$ cat config.mk
export PLATFORM = sky130hd
export DESIGN_NAME = booth_seq_mult
export DESIGN_NICKNAME = d
export VERILOG_FILES = /design/src/rtl/booth_pkg.sv /design/src/rtl/booth_step_w.sv /design/src/rtl/booth_seq_mult.sv
export SDC_FILE = /design/constraint.sdc
export NUM_CORES = 1
export LEC_CHECK = 0
export ABC_AREA = 1
export CAP_MARGIN = 15
export CORE_AREA = 2 2 72 74
export CTS_CLUSTER_DIAMETER = 30
export CTS_CLUSTER_SIZE = 20
export DETAILED_ROUTE_END_ITERATION = 8
export DIE_AREA = 0 0 74 76
export HOLD_SLACK_MARGIN = 0.02
export SETUP_SLACK_MARGIN = 0.5
export SYNTH_ARGS = -nofsm -noshare
export SYNTH_HDL_FRONTEND = slang
export SYNTH_SLANG_ARGS = --single-unit
$ cat constraint.sdc
create_clock -name clk -period 3.3 [get_ports clk]
set_input_delay 0.66 -clock clk [delete_from_list [all_inputs] [get_ports clk]]
set_output_delay 0.66 -clock clk [all_outputs]
set_load 0.02 [all_outputs]
$ cat src/rtl/booth_pkg.sv
// Shared definitions for the sequential radix-2 Booth multiplier:
// FSM state encoding, Booth operation encoding and the Booth recoding helper.
package booth_pkg;

  typedef enum logic [1:0] {
    ST_IDLE = 2'd0,
    ST_RUN  = 2'd1,
    ST_DONE = 2'd2
  } state_e;

  typedef enum logic [1:0] {
    BOOTH_NOP = 2'd0,
    BOOTH_ADD = 2'd1,
    BOOTH_SUB = 2'd2
  } booth_op_e;

  // Radix-2 Booth recoding of {Q[0], q-1}: 01 adds M, 10 subtracts M.
  function automatic booth_op_e booth_decode(input logic [1:0] qb);
    booth_op_e op;
    case (qb)
      2'b01:   op = BOOTH_ADD;
      2'b10:   op = BOOTH_SUB;
      default: op = BOOTH_NOP;
    endcase
    return op;
  endfunction

endpackage

$ cat src/rtl/booth_step_w.sv
// One combinational radix-2 Booth step on W-bit words:
// conditional add/sub of M into A, then arithmetic shift right of {A, Q, q-1}.
// qq_i / qq_o carry {Q, q-1}; bit 0 is the Booth history bit.
module booth_step_w
  import booth_pkg::*;
#(
  parameter int W = 5
) (
  input  logic [W-1:0] a_i,
  input  logic [W-1:0] m_i,
  input  logic [W-1:0] qq_i,
  output logic [W-1:0] a_o,
  output logic [W-1:0] qq_o
);

  logic [W-1:0] sum;
  booth_op_e    op;

  // Add/subtract M (wrapping mod 2^W) and shift the concatenation right by one.
  always_comb begin
    op  = booth_decode(qq_i[1:0]);
    sum = a_i;
    case (op)
      BOOTH_ADD: sum = a_i + m_i;
      BOOTH_SUB: sum = a_i - m_i;
      default:   sum = a_i;
    endcase
    a_o  = {sum[W-1], sum[W-1:1]};
    qq_o = {sum[0], qq_i[W-1:1]};
  end

endmodule

$ cat src/rtl/booth_seq_mult.sv
// Sequential radix-2 Booth multiplier controller.
// Accepts signed operands on start in IDLE, runs WIDTH Booth steps (one per clock)
// and presents the 2*WIDTH-bit signed product with a one-cycle done pulse.
// Optional feature macro: BOOTH_ZERO_SKIP_EN -- a zero operand skips the
// iteration and goes straight to DONE with product 0.
module booth_seq_mult
  import booth_pkg::*;
#(
  parameter int WIDTH = 4
) (
  input  logic                 clk,
  input  logic                 rst,
  input  logic                 start,
  input  logic [WIDTH-1:0]     multiplicand,
  input  logic [WIDTH-1:0]     multiplier,
  output logic                 busy,
  output logic                 done,
  output logic [2*WIDTH-1:0]   product
);

  localparam int CNT_W = $clog2(WIDTH + 1);
  localparam int AW    = WIDTH + 1;

  // Handshake: start is a level request sampled only while IDLE; once accepted,
  // busy is high for exactly WIDTH cycles, then done pulses for one cycle with
  // product valid from that cycle until the next accepted start.

  state_e              state_q;
  logic [AW-1:0]       a_q;
  logic [AW-1:0]       qq_q;      // {Q, q-1}
  logic [AW-1:0]       m_q;
  logic [CNT_W-1:0]    cnt_q;
  logic                busy_q;
  logic                done_q;
  logic [2*WIDTH-1:0]  product_q;

  logic [AW-1:0]       a_d;
  logic [AW-1:0]       qq_d;
  logic                last_step;

  booth_step_w #(.W(AW)) u_step (
    .a_i  (a_q),
    .m_i  (m_q),
    .qq_i (qq_q),
    .a_o  (a_d),
    .qq_o (qq_d)
  );

  // Final step is the one taken while the counter holds WIDTH-1.
  always_comb begin
    last_step = (cnt_q == CNT_W'(WIDTH - 1));
  end

  // Control FSM with registered busy/done/product and the iteration datapath.
  always_ff @(posedge clk) begin
    if (rst) begin
      state_q   <= ST_IDLE;
      a_q       <= '0;
      qq_q      <= '0;
      m_q       <= '0;
      cnt_q     <= '0;
      busy_q    <= 1'b0;
      done_q    <= 1'b0;
      product_q <= '0;
    end else begin
      case (state_q)
        ST_IDLE: begin
          done_q <= 1'b0;
          if (start) begin
`ifdef BOOTH_ZERO_SKIP_EN
            if ((multiplicand == '0) || (multiplier == '0)) begin
              state_q   <= ST_DONE;
              done_q    <= 1'b1;
              product_q <= '0;
            end else begin
              a_q     <= '0;
              qq_q    <= {multiplier, 1'b0};
              m_q     <= {multiplicand[WIDTH-1], multiplicand};
              cnt_q   <= '0;
              busy_q  <= 1'b1;
              state_q <= ST_RUN;
            end
`else
            a_q     <= '0;
            qq_q    <= {multiplier, 1'b0};
            m_q     <= {multiplicand[WIDTH-1], multiplicand};
            cnt_q   <= '0;
            busy_q  <= 1'b1;
            state_q <= ST_RUN;
`endif
          end
        end
        ST_RUN: begin
          a_q   <= a_d;
          qq_q  <= qq_d;
          cnt_q <= cnt_q + CNT_W'(1);
          if (last_step) begin
            // Capture the product as DONE is entered so it is valid with done.
            busy_q    <= 1'b0;
            done_q    <= 1'b1;
            product_q <= {a_d[WIDTH-1:0], qq_d[WIDTH:1]};
            state_q   <= ST_DONE;
          end
        end
        ST_DONE: begin
          done_q  <= 1'b0;
          state_q <= ST_IDLE;
        end
        default: begin
          busy_q  <= 1'b0;
          done_q  <= 1'b0;
          state_q <= ST_IDLE;
        end
      endcase
    end
  end

  assign busy    = busy_q;
  assign done    = done_q;
  assign product = product_q;

endmodule

* After elaboration in Yosys (flattened, before gate mapping)
Cells that the tools add are included.
** Storage, ports and cells
- Bits in registers :: 29
- Word-level logic and storage cells :: 44
- Input bits :: 11
- Output and inout bits :: 10
** Operators by class
- Add/subtract/negate cells :: 3
- Multiplexer cells :: 14
- Bitwise gates (word level) :: 2
- Equal/unequal tests :: 9
- Reduce and logical (&&, ||, !) cells :: 8
** Operators by type and width (number)
- $pmux 5 s2 :: 3
- $mux 5 :: 2
- $pmux 2 s2 :: 2
- $reduce_and 2->1 :: 4
- $eq 2x1->1 const B :: 3
- $eq 2x2->1 const B :: 3
- $pmux 3 s2 :: 1
- $add 5x5->5 :: 1
- $sub 5x5->5 :: 1
- $mux 2 :: 2
- $ne 2x2->1 const B :: 2
- $add 3x1->3 const B :: 1
- $eq 3x2->1 const B :: 1
- $mux 3 :: 1
- $pmux 1 s3 :: 1
- $reduce_and 3->1 :: 1
- $logic_not 2->1 :: 1
- $mux 1 :: 2
- $not 1->1 :: 2
- $reduce_bool 2->1 :: 1
- $reduce_or 2->1 :: 1

* Longest topological paths before layout
Gate-level depths: netlist of run 1.
- Depth in word-level cells :: 5
- Depth in mapped cells :: 15
- Depth with buffers taken out :: 15

* Hierarchy
A second synthesis of run 1 with hierarchy kept.
** Second synthesis, totals
- Cells, all modules :: 215
- Area total of the unflattened synthesis :: 1579.0 um2
** By module, submodules not included
- booth_seq_mult :: instances 1, sequential area each 580.6 um2, cells each 148, area each 1203.7 um2
- booth_step_w :: instances 1, sequential area each 0.0 um2, cells each 67, area each 375.4 um2

* Worst setup path before layout of run 1
No wires, ideal clock.
- Path type :: register to register
- Start :: register qq_q[0]
- End :: register product_q[7], in the netlist product[7]
- Setup time :: 113 ps
- Buffers on the path :: 0
- Stages on the path, launching flop included :: 16
- Clock period less this slack :: 1961 ps
- Slack :: 1339 ps
- Arrival time :: 1848 ps
- Data required time :: 3187 ps
- Path through :: dfxtp_1 > inv_1 > ha_1 > a31oi_1 > xor2_1 > inv_1 > ha_1 > nand2_1 > nor2_1 > nor2_1 > nand2_1 > nand3_1 > nand2_1 > nand2_2 > o21ai_1 > inv_1
** On the way
- Cells in the longest elaborated chain, start to end :: 4
- Elaborated cells between the ends (all ways) :: 6
- Classes of those cells :: eq/ne (4); mux (2)
** RTL lines
- start: declaration :: RTL line booth_seq_mult.sv:30 : logic [AW-1:0] qq_q;
- start signal: assignment :: RTL line booth_seq_mult.sv:85 : qq_q <= {multiplier, 1'b0};
- start signal: assignment :: RTL line booth_seq_mult.sv:95 : qq_q <= qq_d;
- $eq 2x2->1 or $eq 2x1->1 (tied branches) :: RTL line booth_pkg.sv:20 : case (qb)
- $pmux 2 s2 (*) :: RTL line booth_pkg.sv:20
- $eq 2x2->1 or $eq 2x1->1 (tied branches) :: RTL line booth_step_w.sv:23 : case (op)
- $pmux 5 s2 (*) :: RTL line booth_step_w.sv:23
- end signal: assignment :: RTL line booth_seq_mult.sv:101 : product_q <= {a_d[WIDTH-1:0], qq_d[WIDTH:1]};
- end: declaration :: RTL line booth_seq_mult.sv:35 : logic [2*WIDTH-1:0] product_q;
Every way passes the cells marked *; elsewhere a longest branch is shown, timed or not.
A chain may end at the register's enable or synchronous reset.

* Worst setup path after layout of run 1
- Start :: register m_q[0]
- End :: register product_q[7], in the netlist product[7]
** On the way
- Cells in the longest elaborated chain, start to end :: 2
- Elaborated cells between the ends (all ways) :: 3
- Classes of those cells :: add/sub (2); mux (1)
** RTL lines
- start: declaration :: RTL line booth_seq_mult.sv:31 : logic [AW-1:0] m_q;
- start signal: assignment :: RTL line booth_seq_mult.sv:86 : m_q <= {multiplicand[WIDTH-1], multiplicand};
- $sub 5x5->5 or $add 5x5->5 (tied branches) :: RTL line booth_step_w.sv:25, booth_step_w.sv:24
- $pmux 5 s2 (*) :: RTL line booth_step_w.sv:23
Marks and branches as above.

==> results of run 1 <==
## area by class of cell
| type | instances | area (sq um) | share of cell area (%) |
|---|---|---|---|
| clock buffer | 4 | 55.1 | 3.15 |
| inverter | 29 | 116 | 6.66 |
| multi-input combinational | 124 | 719 | 41.2 |
| sequential | 28 | 561 | 32.1 |
| tap | 70 | 87.6 | 5.01 |
| timing repair buffer | 21 | 208 | 11.9 |
## registers in the layout, indices dropped and copies added (netlist names)
signal   flops
done         1
cnt_q        3
m_q          4
state_q      2
qq_q         5
busy         1
product      8
a_q          4
## power by group
group / leakage [nW] / internal, mW / switching [mW]
combinational: 0.471 / 0.0691 / 0.0987
clock: 0.0288 / 0.107 / 0.105
sequential: 0.228 / 0.353 / 0.0104
## per-stage QoR
step	hold WS (ns)	std cells
after global placement	0.450	272
after detailed placement	0.453	272
after floorplan	0.428	185
final	0.464	276
after global routing	0.496	276
after CTS	0.468	276
## worst max-delay path: stages, from the launching register on
cell	delay [ns]
dfxtp_1	0.36
inv_1	0.08
ha_1	0.29
inv_1	0.05
o21ai_0	0.14
fa_1	0.50
nor2_1	0.13
nor2_1	0.04
nand2_1	0.07
nand3_1	0.07
nand2_1	0.08
nand2_2	0.06
o21ai_1	0.11
inv_1	0.04
## routing by layer
| layer | share of wire (%) | vias to the layer above |
|---|---|---|
| li1 | - | 642 |
| met1 | 46 | 533 |
| met2 | 49 | 16 |
| met3 | 3.1 | 9 |
| met4 | 2.5 | 0 |
| met5 | 0 | - |
## kinds of logic (layout without fill, tap and decap cells)
family                   after synthesis  after routing  synth area share (%)
buffers and inverters                 33             54                  10.3
AO/OA/AOI/OAI                         45             45                  18.0
flip-flops                            28             28                  39.3
XOR/XNOR                               3              3                  1.84
AND/OR/NAND/NOR                       67             67                  22.2
adder cells (fa/ha/maj)                9              9                  8.41
## cells in the final DEF, fill, tap and decap left out
cell             netlist  routed
nand3b_1               1       1
nand2_1               31      31
o22ai_1                3       3
nor2_1                14      14
dfxtp_1               28      28
o2bb2ai_1              1       1
fa_1                   1       1
clkdlybuf4s50_1        0      20
o21a_1                 1       1
nand3_1                9       9
o21ai_1                4       4
clkbuf_8               0       4
o21ai_0               14      14
nor2_2                 2       2
a31oi_1                1       1
nand2_4                4       4
nand4_1                1       1
inv_6                  1       1
inv_1                 27      27
o32ai_1                1       1
or2_2                  1       1
xor2_1                 3       3
inv_4                  1       1
ha_1                   8       8
buf_4                  0       1
a21oi_2                3       3
a21oi_1               15      15
a22oi_1                2       2
nand2_2                4       4
## worst paths after layout
check	endpoint	slack (ns)	depth (start not counted)	from
min reg2reg	cnt_q[0]$_SDFFE_PP0P_	0.46	1	cnt_q[0]$_SDFFE_PP0P_
max	product[7]$_SDFFE_PP0P_	1.19	13	m_q[0]$_SDFFE_PP0P_
max reg2reg	product[7]$_SDFFE_PP0P_	1.19	13	m_q[0]$_SDFFE_PP0P_
min	cnt_q[0]$_SDFFE_PP0P_	0.46	1	cnt_q[0]$_SDFFE_PP0P_
==> run metrics, run 1 <==
layout cells sized above 1=10.2%; worst setup margin=1.19 ns; Final Critical Period=2.11 ns; GRT Total Usage=11.3%; Worst setup EP type=flop; Setup WS pre-CTS=1.16 ns; Pre-antenna DRT Iters=4; setup bufs post-CTS=0; First DRT Iteration DRCs=41; Die H=76 um; TritonCTS Sinks=28; GR Util met2=19.3%; drt total wl=2780 um; GPL Wtd Cong=0.728; critical path launch point type=flop; max_slew headroom=73.2%; n_diodes=0; register bit total from synthesis=28; Post-synth EDFFs=0; actual slew at the worst max-slew pin=0.398 ns; post-DP HPWL=2220 um; power density over the cells=425 nW/um^2; grt peak-use layer=met2; I/O Pins=21; setup violators final=0; vias in the first global route=1227; run status=finished, final reports clean; post-route cell area=1750 sq um; syn_nets=205; Final period util=63.9%; Top FF cell, synth=dfxtp_1; Worst Path Required=3.48 ns; Leak=0.727 nW; syn_area_per_cell=7.72 sq um; Synth area leader=dfxtp_1; Clk Latency, worst-skew pair=0.27 ns; Peak VDD IR=0.130 mV; Filler cells=515; nets@finish=227; Syn. warnings=0; H-tree Lvls=1; Power Total=742 uW; Die Span X=74 um; M1 GR Usage=12.9%; Slew Limit Fails=0; max cap viols=0; grt ovf=0; Setup TNS=0 ns; Synth Instances=185; ys async rst share=0%; Cell variety after synth=29; Port Buf Inserts=20; global-route wire length before repair=5060 um; Worst-path clk slew=0.09 ns; core area=4910 sq um; GR Util met3=2.65%; DRC Markers=0; dominant cells by area after synthesis=dfxtp_1 39%, nand2_1 8.2%, inv_1 7.1%; Seq/Total Area, Yosys=39.3%; vias per std cell=4.35; post-cts hold buffer count=0; Root Buffer=clkbuf_8; critical path fanouts, max=3; TritonCTS clock tree=built; clk_skew=0.00455 ns; placed cell areas=1690 sq um; num rows=26; Post-synth top cells=31 x nand2_1, 28 x dfxtp_1, 27 x inv_1; Starting Density=29.1%; DIE AREA=5620 sq um; routed len/inst=10.1 um; area fraction of the dominant cell type after synthesis=39.3%; total CTS buffers=3; Fin. Hold Viols=0; crit path DAT=2.29 ns; top-count cell post-synth=nand2_1; Hold Path Class=reg2reg; Mapped Area=1430 sq um; Synth-to-Final Area Change=22.3%; FMAX=474 MHz; largest net degree at the start of global routing=16; Util after Layout=35.6%; Vias=1200; post-CTS resize count=0; post-route ant nets=0; RSZ-0062 raised after global routing=false; CTS max path bufs=2; kind of critical path=reg2reg; antenna violations before repair=0
(Power assumes the default switching activity.)
==> inputs of run 2 (changes only) <==
==> constraint.sdc (replaced) <==
create_clock -name clk -period 1.7 [get_ports clk]
set_input_delay 0.34 -clock clk [delete_from_list [all_inputs] [get_ports clk]]
set_output_delay 0.34 -clock clk [all_outputs]
set_load 0.02 [all_outputs]
==> run 2 against run 1 <==
The run now ends with negative setup slack left. Power is 120% higher. Utilization is 5.9 points higher. Combinational power grew to 2.9 times the previous value. Critical path type unchanged. Critical endpoint unchanged.
==> run metrics, run 2 (synthesis gave the netlist of run 1 again) <==
RSZ-0062 raised after global routing=true; post-route cell area=2040 sq um; Root Buffer=clkbuf_8; Min Hold Slack=0.463 ns; critical path fanouts, max=4; First DRT Iteration DRCs=35; critical path cell sequence=inv_2, ha_4, a31oi_4, xor2_1, inv_1, ha_4, nand2_1, nor2_1, nor2_1, nand2_1, nand3_1, nand2_1, nand2_2, o21ai_1, inv_1; run status=finished, violations left; max cap viols=0; largest net degree at the start of global routing=16; Worst Path Required=1.88 ns; reg-to-reg slack, setup=-0.23 ns; worst setup margin=-0.232 ns; antenna violations before repair=0; n_diodes=0; Leak=0.864 nW; Die Span X=74 um; DIE AREA=5620 sq um; commonest non-fill, non-tap cell in the layout=nand2_1; post-DP HPWL=2330 um; routed len/inst=11.3 um; Peak VDD IR=0.426 mV; Worst-path clk slew=0.10 ns; critical path launch point type=flop; vias per std cell=4.34; total CTS buffers=3; GRT Total Usage=13.0%; Clk Latency, worst-skew pair=0.27 ns; H-tree Lvls=1; r2r endpoint=product[7]$_SDFFE_PP0P_; max_slew headroom=82.6%; failing checks=negative setup slack; CP dominant cell by count=nand2_1; vias in the first global route=1326; Synth-to-Final Area Change=42.6%; Hold Path Class=reg2reg; FMAX=518 MHz; kind of critical path=reg2reg; Hold Startpoint=product[0]$_SDFFE_PP0P_; drt total wl=3390 um; global-route wire length before repair=5910 um; CTS max path bufs=2; Vias=1299; DRC Markers=0; Final Critical Period=1.93 ns; Worst path slowest cell=dfxtp_2; num rows=26; Pre-antenna DRT Iters=4; Power Total=1.62 mW; max incr delay on CP=0.33 ns; Reg2Reg Launch Point=qq_q[0]$_SDFFE_PP0P_; clk_skew=0.00944 ns; Post-Layout Cell Count=299; setup violators final=7; Final period util=114%; actual slew at the worst max-slew pin=0.261 ns; Placed Cells incl. Taps=282; TritonCTS clock tree=built; Port Buf Inserts=20; Hold Path End=product[0]$_SDFFE_PP0P_; r2r worst-path depth=15; hold path depth=2; layout cells sized above 1=38.4%; TritonCTS Sinks=28; most frequent cells in the layout=29 x nand2_1, 22 x buf_4, 21 x inv_1; Worst setup EP type=flop; Fin. Hold Viols=0; placed cell areas=1800 sq um; I/O Pins=21; Die H=76 um; power density over the cells=794 nW/um^2; post-route ant nets=0; nets@finish=250; GPL Wtd Cong=0.787; grt ovf=0; Starting Density=29.1%; Slew Limit Fails=0; crit path DAT=2.11 ns; Util after Layout=41.4%; core area=4910 sq um; max reg flops=8
run 2: stage by stage:
step | setup TNS, ns | setup slack [ns]
6_report | -1.03 | -0.232
5_1_grt | -2.12 | -0.424
3_3_place_gp | -1.36 | -0.231
4_1_cts | -1.17 | -0.235
3_5_place_dp | -1.63 | -0.257
2_1_floorplan | -0.540 | -0.134
run 2: worst max-delay path, delay by kind of cell (launching register included):
kind	cells	cell delay [ns]
XOR/XNOR	1	0.17
flip-flops	1	0.33
AND/OR/NAND/NOR	7	0.45
AO/OA/AOI/OAI	2	0.26
buffers and inverters	3	0.17
adder cells (fa/ha/maj)	2	0.46
run 2: layer usage:
layer,global-route usage (%),up-vias,share of wire (%)
met5,0,-,0
met4,3.45,0,1.2
met3,2.51,7,2.7
met2,22.3,14,50
met1,16.4,589,46
li1,-,689,-
run 2: timing repair:
| action | 4_1_cts | 5_1_grt |
|---|---|---|
| resized for setup | 68 | 15 |
| buffers inserted | 11 | 2 |
| hold buffers | 0 | 0 |
| setup endpoints to repair | 33 | 15 |
| pin swaps | 15 | 18 |
run 2: power breakdown:
part / internal [mW] / total [mW] / switching [mW]
Combinational: 0.242 / 0.493 / 0.251
Sequential: 0.687 / 0.712 / 0.0245
Clock: 0.207 / 0.411 / 0.203
run 2: cell type report:
type | count | area, sq um
fill | 506 | 2880
multi-input combinational | 124 | 863
sequential | 28 | 571
timing repair buffer | 44 | 335
inverter | 29 | 124
tap | 70 | 87.6
clock buffer | 4 | 55.1
run 2: worst max path at each step:
stage	endpoint	cells after the start	start	slack (ns)
3_5_place_dp	product[7]$_SDFFE_PP0P_	15	qq_q[0]$_SDFFE_PP0P_	-0.26
4_1_cts	product[7]$_SDFFE_PP0P_	15	qq_q[0]$_SDFFE_PP0P_	-0.24
3_3_place_gp	product[7]$_SDFFE_PP0P_	15	qq_q[0]$_SDFFE_PP0P_	-0.23
6_report	product[7]$_SDFFE_PP0P_	15	qq_q[0]$_SDFFE_PP0P_	-0.23
5_1_grt	product[7]$_SDFFE_PP0P_	15	qq_q[0]$_SDFFE_PP0P_	-0.42
2_1_floorplan	product[7]$_SDFFE_PP0P_	15	qq_q[0]$_SDFFE_PP0P_	-0.13
==> inputs of run 3 (changes only) <==
--- a/config.mk
+++ b/config.mk
@@ -5,14 +5,14 @@
 export SDC_FILE = /design/constraint.sdc
 export NUM_CORES = 1
 export LEC_CHECK = 0
-export ABC_AREA = 1
 export CAP_MARGIN = 15
-export CORE_AREA = 2 2 72 74
+export CORE_AREA = 2 2 71 73
 export CTS_CLUSTER_DIAMETER = 30
 export CTS_CLUSTER_SIZE = 20
 export DETAILED_ROUTE_END_ITERATION = 8
-export DIE_AREA = 0 0 74 76
+export DIE_AREA = 0 0 73 75
 export HOLD_SLACK_MARGIN = 0.02
+export PLACE_DENSITY = 0.46
 export SETUP_SLACK_MARGIN = 0.5
 export SYNTH_ARGS = -nofsm -noshare
 export SYNTH_HDL_FRONTEND = slang
==> run 3 against run 2 <==
The flow still finishes with violations (negative setup slack). Combinational power increased by 8.1%. Final cell count is 13% lower. Largest cell class unchanged. Wire length increased by 10%. Maximum frequency down 14%. Count of clock-buffer cells in the layout decreased by 1. Non-clock buffer count rose by 4. Power grew 10%. Critical endpoint is now a_q[3]$_SDFFE_PP0P_. Sequential power fell by 0.8%. Clock skew fell by 0.0041 ns. Critical path type unchanged. First-iteration DRC count rose by 120%. Critical path depth fell by 6.
==> run metrics, run 3 <==
Synth-to-Final Area Change=55.1%; Seq/Total Area, Yosys=41.5%; total CTS buffers=3; Die H=75 um; critical path fanouts, max=3; First DRT Iteration DRCs=76; area fraction of the dominant cell type after synthesis=41.5%; clk_skew=0.00529 ns; Post-Layout Cell Count=261; Peak VDD IR=0.354 mV; Worst Path Required=1.92 ns; antenna violations before repair=0; vias in the first global route=1243; Mapped Area=1350 sq um; kind of critical path=reg2reg; post-cts hold buffer count=0; grt ovf=0; Die Span X=73 um; Final period util=133%; max reg flops=8; dominant cells by area after synthesis=dfxtp_1 42%, nor2_1 8.3%, ha_1 7.4%; syn_area_per_cell=8.28 sq um; power density over the cells=852 nW/um^2; hold path depth=2; setup violators final=8; DRC Markers=0; Power Total=1.78 mW; drt total wl=3730 um; GR Util met2=23.0%; Worst setup EP type=flop; GPL Wtd Cong=0.701; max_slew headroom=84.0%; FMAX=444 MHz; global-route wire length before repair=5660 um; Starting Density=29.0%; DIE AREA=5480 sq um; Fin. Hold Viols=0; n_diodes=0; Port Buf Inserts=20; Top FF cell, synth=dfxtp_1; Synth Instances=163; Vias=1277; Util after Layout=44.9%; Min Hold Slack=0.459 ns; top-count cell post-synth=nor2_1; routed len/inst=14.3 um; crit path DAT=2.47 ns; post-route ant nets=0; actual slew at the worst max-slew pin=0.238 ns; TritonCTS clock tree=built; Placed Cells incl. Taps=249; layout cells sized above 1=40.6%; num rows=25; GRT Total Usage=13.3%; vias per std cell=4.89; M1 GR Usage=16.4%; largest net degree at the start of global routing=30; H-tree Lvls=1; GR Util met3=2.28%; grt peak-use layer=met2; Final Critical Period=2.25 ns; CTS max path bufs=2; Post-synth top cells=30 x nor2_1, 28 x dfxtp_1, 23 x nand2_1; ys async rst share=0%; Leak=0.823 nW; register bit total from synthesis=28; r2r worst-path depth=9; max cap viols=0; Synth area leader=dfxtp_1; worst setup margin=-0.553 ns; commonest non-fill, non-tap cell in the layout=nor2_1; Root Buffer=clkbuf_8; most frequent cells in the layout=27 x nor2_1, 22 x nand2_1, 21 x dfxtp_1, 21 x buf_4, 11 x a21oi_1; critical path launch point type=flop; I/O Pins=21; failing checks=negative setup slack; nets@finish=228; Slew Limit Fails=0; Cell variety after synth=35; post-DP HPWL=2400 um; Pre-antenna DRT Iters=4; Clk Latency, worst-skew pair=0.28 ns; run status=finished, violations left; Syn. warnings=0; Worst-path clk slew=0.11 ns; Hold Path Class=reg2reg; syn_nets=183; TritonCTS Sinks=28; RSZ-0062 raised after global routing=true; core area=4660 sq um; Post-synth EDFFs=0
## run 3: cell types whose count changed after synthesis, sizes merged, moves of 6 or more
cell | previous run | this run
clkbuf | 1 | 7
o21ai | 18 | 3
nand3 | 9 | 0
nand2 | 39 | 23
nor2 | 16 | 30
inv | 29 | 7
## run 3: report_power, final
part           switching (mW)  leakage [nW]  internal [mW]
sequential             0.0236         0.232          0.682
combinational           0.244         0.556          0.289
clock                   0.230        0.0357          0.315
## run 3: repair_timing
item | in CTS | in global routing
setup endpoints to repair | 34 | 20
pin swaps | 13 | 10
resized for setup | 75 | 19
buffers inserted | 5 | 2
cloned | 0 | 1
## run 3: through the flow
step | TNS, ns | worst slack (ns) | area, sq um
3_3_place_gp | -2.98 | -0.556 | 1770
4_1_cts | -3.01 | -0.569 | 1960
3_5_place_dp | -3.27 | -0.583 | 1770
5_1_grt | -3.59 | -0.629 | 2090
6_report | -2.96 | -0.553 | 2090
2_1_floorplan | -2.11 | -0.525 | 1380
## run 3: cell type report
class,instances,area [sq um]
Clock buffer,3,41.3
Clock inverter,1,30.0
Fill cell,456,2570
Inverter,7,28.8
Multi-Input combinational cell,120,948
Sequential cell,28,574
Tap cell,54,67.6
Timing Repair Buffer,48,404
## run 3: logic make-up (layout without fill, tap and decap cells)
| group | Yosys count | after routing | share of synthesized area, % |
|---|---|---|---|
| multiplexers | 5 | 5 | 3.80 |
| flip-flops | 28 | 28 | 41.5 |
| buffers and inverters | 15 | 59 | 4.26 |
| AO/OA/AOI/OAI | 33 | 33 | 16.3 |
| adder cells (fa/ha/maj) | 9 | 9 | 8.90 |
| AND/OR/NAND/NOR | 69 | 69 | 22.6 |
| XOR/XNOR | 4 | 4 | 2.60 |
## run 3: final timing paths
| check | startpoint | end | slack, ns |
|---|---|---|---|
| worst max-delay path | m_q[0]$_SDFFE_PP0P_ | a_q[3]$_SDFFE_PP0P_ | -0.55 |
| worst max register to register | m_q[0]$_SDFFE_PP0P_ | a_q[3]$_SDFFE_PP0P_ | -0.55 |
| worst min register to register | product[1]$_SDFFE_PP0P_ | product[1]$_SDFFE_PP0P_ | 0.46 |
| worst min-delay path | product[1]$_SDFFE_PP0P_ | product[1]$_SDFFE_PP0P_ | 0.46 |
## run 3: critical path, cell delays in order (launching register included)
cell      delay (ns)
dfxtp_2         0.35
inv_2           0.05
ha_4            0.22
mux2_4          0.29
fa_2            0.34
nand2b_4        0.15
a21oi_4         0.14
xnor2_2         0.09
or4_1           0.42
a31oi_1         0.14
## run 3: per-layer routing
layer / wire length (um) / up-vias
li1: - / 642
met1: 1660 / 600
met2: 1880 / 27
met3: 107 / 8
met4: 76 / 0
met5: 0 / -
